<file path="src/rtl/pc_fetch_sequencer.sv">
// Program-counter owner and fetch/execute sequencer for the single-cycle core.
// Fetches with a req/ack handshake, holds the instruction for EXEC and applies next-PC at retirement.
module pc_fetch_sequencer #(
  parameter logic [63:0] RESET_PC      = 64'h0,
  parameter int          FETCH_TIMEOUT = 16
) (
  input  logic        CLK,
  input  logic        resetl,
  input  logic        Start,
  input  logic        Halt,
  input  logic        Stall,
  output logic        ImemReq,
  output logic [63:0] ImemAddr,
  input  logic        ImemAck,
  input  logic [31:0] ImemData,
  output logic [31:0] Instruction,
  output logic        InstrValid,
  input  logic        Branch,
  input  logic        ALUZero,
  input  logic        Uncondbranch,
  input  logic [63:0] SignExtImm64,
  output logic [63:0] CurrentPC,
  output logic [31:0] InstrCount,
  output logic        Halted,
  output logic        Fault
);

  localparam logic [1:0] IDLE   = 2'b00;
  localparam logic [1:0] FETCH  = 2'b01;
  localparam logic [1:0] EXEC   = 2'b10;
  localparam logic [1:0] HALTED = 2'b11;

  localparam int CW = (FETCH_TIMEOUT > 1) ? $clog2(FETCH_TIMEOUT) : 1;
  localparam logic [CW-1:0] WAIT_LIMIT = CW'(FETCH_TIMEOUT - 1);

  logic [1:0]    state_r, state_next_s;
  logic [63:0]   pc_r, pc_next_s;
  logic [31:0]   instr_r, instr_next_s;
  logic [31:0]   count_r, count_next_s;
  logic [CW-1:0] wait_r, wait_next_s;
  logic          fault_r, fault_next_s;
  logic          imem_req_r, instr_valid_r, halted_r;
  logic          taken_s;
  logic [63:0]   target_pc_s;

  // Next-PC rule: the immediate is already a byte offset, so no shift is applied.
  always_comb begin
    taken_s = Uncondbranch | (Branch & ALUZero);
    if (taken_s) begin
      target_pc_s = pc_r + SignExtImm64;
    end else begin
      target_pc_s = pc_r + 64'd4;
    end
  end

  // Sequencer next-state and datapath-register update selection.
  always_comb begin
    state_next_s = state_r;
    pc_next_s    = pc_r;
    instr_next_s = instr_r;
    count_next_s = count_r;
    wait_next_s  = wait_r;
    fault_next_s = fault_r;
    case (state_r)
      IDLE: begin
        if (Start) begin
          state_next_s = FETCH;
          wait_next_s  = '0;
        end else begin
          state_next_s = IDLE;
        end
      end
      FETCH: begin
        // An ack arriving on the limit cycle wins over the timeout.
        if (ImemAck) begin
          instr_next_s = ImemData;
          wait_next_s  = '0;
          state_next_s = EXEC;
        end else if (wait_r == WAIT_LIMIT) begin
          fault_next_s = 1'b1;
          state_next_s = HALTED;
        end else begin
          wait_next_s  = wait_r + {{(CW-1){1'b0}}, 1'b1};
        end
      end
      EXEC: begin
        if (Stall) begin
          state_next_s = EXEC;
        end else if (Halt) begin
          state_next_s = HALTED;
        end else begin
          pc_next_s    = target_pc_s;
          count_next_s = count_r + 32'd1;
          state_next_s = FETCH;
        end
      end
      HALTED: begin
        state_next_s = HALTED;
      end
      default: begin
        state_next_s = IDLE;
      end
    endcase
  end

  // State, datapath registers and state-decoded outputs, all registered.
  always_ff @(posedge CLK or negedge resetl) begin
    if (!resetl) begin
      state_r       <= IDLE;
      pc_r          <= RESET_PC;
      instr_r       <= 32'h0;
      count_r       <= 32'h0;
      wait_r        <= '0;
      fault_r       <= 1'b0;
      imem_req_r    <= 1'b0;
      instr_valid_r <= 1'b0;
      halted_r      <= 1'b0;
    end else begin
      state_r       <= state_next_s;
      pc_r          <= pc_next_s;
      instr_r       <= instr_next_s;
      count_r       <= count_next_s;
      wait_r        <= wait_next_s;
      fault_r       <= fault_next_s;
      imem_req_r    <= (state_next_s == FETCH);
      instr_valid_r <= (state_next_s == EXEC);
      halted_r      <= (state_next_s == HALTED);
    end
  end

  assign ImemReq     = imem_req_r;
  assign ImemAddr    = pc_r;
  assign CurrentPC   = pc_r;
  assign Instruction = instr_r;
  assign InstrValid  = instr_valid_r;
  assign InstrCount  = count_r;
  assign Halted      = halted_r;
  assign Fault       = fault_r;

endmodule

</file>
<file path="config.mk">
export PLATFORM = sky130hd
export DESIGN_NAME = pc_fetch_sequencer
export DESIGN_NICKNAME = d
export VERILOG_FILES = /design/src/rtl/pc_fetch_sequencer.sv
export SDC_FILE = /design/constraint.sdc
export NUM_CORES = 1
export LEC_CHECK = 0
export CAP_MARGIN = 40
export CORE_MARGIN = 2
export CORE_UTILIZATION = 50
export CTS_CLUSTER_SIZE = 30
export DETAILED_ROUTE_END_ITERATION = 6
export PLACE_DENSITY = 0.87
export SLEW_MARGIN = 5
export SYNTH_ARGS = -nofsm -noshare
export SYNTH_HDL_FRONTEND = slang
export SYNTH_SLANG_ARGS = --single-unit
</file>
<file path="constraint.sdc">
create_clock -name CLK -period 3.4 [get_ports CLK]
set_input_delay 0.68 -clock CLK [delete_from_list [all_inputs] [get_ports CLK]]
set_output_delay 0.68 -clock CLK [all_outputs]
set_load 0.005 [all_outputs]
</file>
* After elaboration in Yosys (flattened, before gate mapping) *
Index checks and enable logic that the tools add are counted.

storage, ports and cells
  input bits = 105
  register bits = 138
  word-level logic and storage cells = 44

operators by class
  eq/ne operators = 9
  mux-type cells = 11
  $add $sub $neg = 4
  reductions and logical operators = 6
  bitwise operators = 5

operators with widths
  kind                     count
  $add A64 B3 Y64 const B  1
  $add A64 B64 Y64         1
  $mux W64                 1
  $add A32 B1 Y32 const B  1
  $mux W4                  3
  $reduce_and A3 Y1        3
  $eq A2 B2 Y1 const B     4
  $mux W2                  4
  $pmux W2 S4              1
  $pmux W4 S2              1
  $add A4 B1 Y4 const B    1
  $eq A2 B1 Y1 const B     2
  $eq A4 B4 Y1 const B     1
  $ne A3 B3 Y1 const B     1
  $not A1 Y1               3
  $logic_not A2 Y1         1
  $ne A2 B2 Y1 const B     1
  $reduce_and A2 Y1        1
  $reduce_bool A2 Y1       1
  $and A1 B1 Y1            1
  $mux W1                  1
  $or A1 B1 Y1             1

* Longest topological paths before layout *
  depth in word-level cells = 5
  depth in mapped cells = 12
  mapped depth without buffers = 12

* Worst setup path before layout *
No wires, ideal clock.

  path type = input to register
  from = input port SignExtImm64[0]
  to = register pc_r[60] (netlist: CurrentPC[60])
  setup slack = 0.067 ns
  arrival time = 3.233 ns
  data required time = 3.301 ns
  stages on the path = 12
  library setup time = 0.099 ns
  cell sequence = ha_1 fa_1 a211oi_2 o21a_2 o21bai_1 or3_4 a31oi_4 o31ai_2 a21o_1 a211oi_2 nor4b_1 a311oi_1

between the ends
  cells in the longest elaborated chain, start to end = 2

RTL lines
  element                 line  RTL
  start: declaration      21    input logic [63:0] SignExtImm64,
  $add A64 B64 Y64        50    target_pc_s = pc_r + SignExtImm64;
  $mux W64                49    if (taken_s) begin
  end signal: assignment  120   pc_r <= pc_next_s;
  end: declaration        37    logic [63:0] pc_r, pc_next_s;

Every way passes these cells.
A chain may end at the register's enable or synchronous reset.

* Final worst setup path *
  from = input port SignExtImm64[8]
  to = register pc_r[61] (netlist: CurrentPC[61])

The elaborated chain is that of the path after synthesis.

==> metrics.yaml <==
cts_buffers: 17
grt_pass1_vias: 12200
min_period_ns: 3.32
wl_per_cell_um: 19.7
antenna_found_initial: 0
ff2ff_path_depth: 12
syn-num-nets: 1513
clockBufferDepth: 2
p_clk_share_pct: 13.6
layout_commonest_cell: "clkdlybuf4s50_1"
via_count: 12300
power.total_mw: 13.5
gp_congestion: 0.975
yosysTopAreaCellShare_pct: 31.0
hold_class: "in2async"
yosysTopAreaCell: "dfrtp_1"
max_freq_ghz: 0.301
yosysSeqAreaShare_pct: 31.0
leakage_nw: 7.01
power_density_nw_per_um2: 849
drv_cap: 0
synth.distinct_cells: 80
boundaryPins: 301
die_x_um: 153
syn_inst: 1341
die_y_um: 153
htree_levels: 4
critPathKind: "in2reg"
insertedDiodeCount: 0
wirelength_mm: 40.0
cts_tree: "done"
ff2ff_setup_slack_ns: 0.27
drive_gt1_share_pct: 17.4
finalSetupTns_ns: 0
startpoint_type: "input port"
fin_nets: 1909
clockRootBuffer: "clkbuf_16"
stdcell_count: 2030
place_inst: 1998
clock_latency_ns: 0.43
sequentialPowerShare_pct: 21.7
postRouteAntennaNets: 0
slew_headroom_pct: 53.7
core_area_um2: 21800
drt_iter0_drc: 1042
clock-sinks: 138
vias_per_cell: 6.05
synthArstFlopShare_pct: 100
num_rows: 54
swShare_pct: 41.8
cts.clk_slew.worst_paths_ns: 0.07
clock_skew_ns: 0.0141
worstPathArrival_ns: 3.65
hold_viol: 0
status: "complete, no violations"
r2r-start: "CurrentPC[0]"
grt_usage_pct: 33.2
synth-main-ff-cell: "dfrtp_1"
layout_common_cells: "clkdlybuf4s50_1, buf_4, a21oi_1"
avgSynthCellArea_um2: 8.30
postCtsSetupBuffers: 0
comb_power_share_pct: 64.7
synth_area_um2: 11100
p_sw_mw: 5.66
numPortBuffers: 300
final_util_pct: 73.0
required_ns: 3.73
period_share_pct: 97.7
setup_slack_ns: 0.0784
power.internal_mw: 7.87
setup_viol: 0
endpoint_kind: "register"
peakVddDrop_mv: 0.447
dp_hpwl_mm: 30.7
grt_pass1_wl_mm: 63.4
first_pass_iters: 5
ys_warn_count: 0
synth_edf_count: 0
gr-total-overflow: 0
area_growth_pct: 43.1
die_area_um2: 23500
place_ws_ns: -0.529
drv_slew: 0
nFillCells: 1624
synth_seq_cells: 138
grt_max_degree: 76
drc: 0
crit_fanout: 4
rr_endpoint: "CurrentPC[56]"
start_util_pct: 51.0
synth.area.top_cells: "dfrtp_1, a21oi_1, ha_1"
worst_pin_slew_ns: 0.689
-- worst max-delay path by stage --
stage | cells after the start | slack, ns | startpoint | endpoint
6_report | 13 | 0.08 | SignExtImm64[8] | CurrentPC[61]
5_1_grt | 13 | -0.02 | SignExtImm64[14] | CurrentPC[47]
4_1_cts | 12 | 0.06 | SignExtImm64[12] | CurrentPC[56]
3_5_place_dp | 13 | -0.53 | SignExtImm64[0] | CurrentPC[60]
3_3_place_gp | 13 | -0.51 | SignExtImm64[0] | CurrentPC[60]
2_1_floorplan | 12 | 0.07 | SignExtImm64[0] | CurrentPC[60]
-- metrics by stage --
stage,hold WS (ns),cell area (um2)
6_report,0.151,15900
5_1_grt,0.153,15900
4_1_cts,0.148,15900
3_5_place_dp,0.462,15300
3_3_place_gp,0.442,15300
2_1_floorplan,0.384,11100
-- registers in the layout (all words and copies together), names as in the netlist --
register     flops
wait_r           4
Halted           1
Fault            1
state_r          2
Instruction     32
ImemReq          1
CurrentPC       64
InstrCount      32
InstrValid       1
-- layer usage --
layer | global-route usage (%) | part of all wire, %
met1 | 41.6 | 40
met2 | 56.2 | 48
met3 | 5.64 | 8.4
met4 | 15.0 | 4.3
met5 | 0 | 0
-- cells in the mapped netlist, drive strengths merged, types with 3 or more instances --
cell type  number
xor2           32
a31oi          13
nor4           13
nand3          60
a311oi          4
buf            76
a21oi         172
nor2           98
o21a            9
o21bai         18
a221o           4
a21boi          3
nand4          37
and4            4
a211oi          7
a221oi          5
inv            27
o32ai           4
nand2b          6
o21ai          89
ha             66
clkbuf         47
mux2           32
a21o           39
nand2         131
nor3           29
and2            7
and3           24
a22o            4
o22ai          27
dfrtp         138
o22a            3
xnor2          56
or3             8
or2             3
o211ai          3
o31ai           9
mux2i           4
nor2b           4
-- critical path, stage by stage --
cell and delay [ns]:
clkdlybuf4s50_1 0.46, ha_1 0.37, and4_1 0.24, and3_1 0.18, o31ai_2 0.07, buf_4 0.16, a2111oi_4 0.44, o311ai_2 0.14
and2_4 0.20, o21ai_4 0.21, a21oi_2 0.09, xor2_1 0.15, a221oi_2 0.28
-- power by group through the flow --
stage	clock network (mW)	registers, mW	logic (mW)
floorplan	0	2.85	4.50
global placement	0	2.89	8.37
detailed placement	0	2.94	8.52
CTS	1.85	2.92	8.61
global route	1.93	3.02	9.43
finish	1.84	2.94	8.75
-- timing repair --
action	in CTS	in global routing
endpoints found under the setup margin	5	10
cloned	0	0
gates resized for setup	4	7
hold buffers	0	0
pin swaps	8	1
-- area by class of cell --
| type | instances | area (um2) | share of cell area, % |
|---|---|---|---|
| Clock buffer | 18 | 429 | 2.69 |
| Sequential cell | 138 | 3450 | 21.7 |
| Timing Repair Buffer | 500 | 4540 | 28.5 |
| Multi-Input combinational cell | 1053 | 6920 | 43.5 |
| Inverter | 27 | 101 | 0.636 |
| Tap cell | 280 | 350 | 2.20 |
| Clock inverter | 14 | 126 | 0.793 |
-- cell families after synthesis --
| group | after synthesis | share of synthesized area (%) |
|---|---|---|
| mux | 36 | 3.60 |
| flops | 138 | 31.0 |
| compound gates | 431 | 24.1 |
| simple gates | 431 | 19.4 |
| buf+inv | 150 | 7.30 |
| xor+xnor | 88 | 6.93 |
| fa+ha+maj | 67 | 7.60 |
Power figures use the tool's default switching activity.
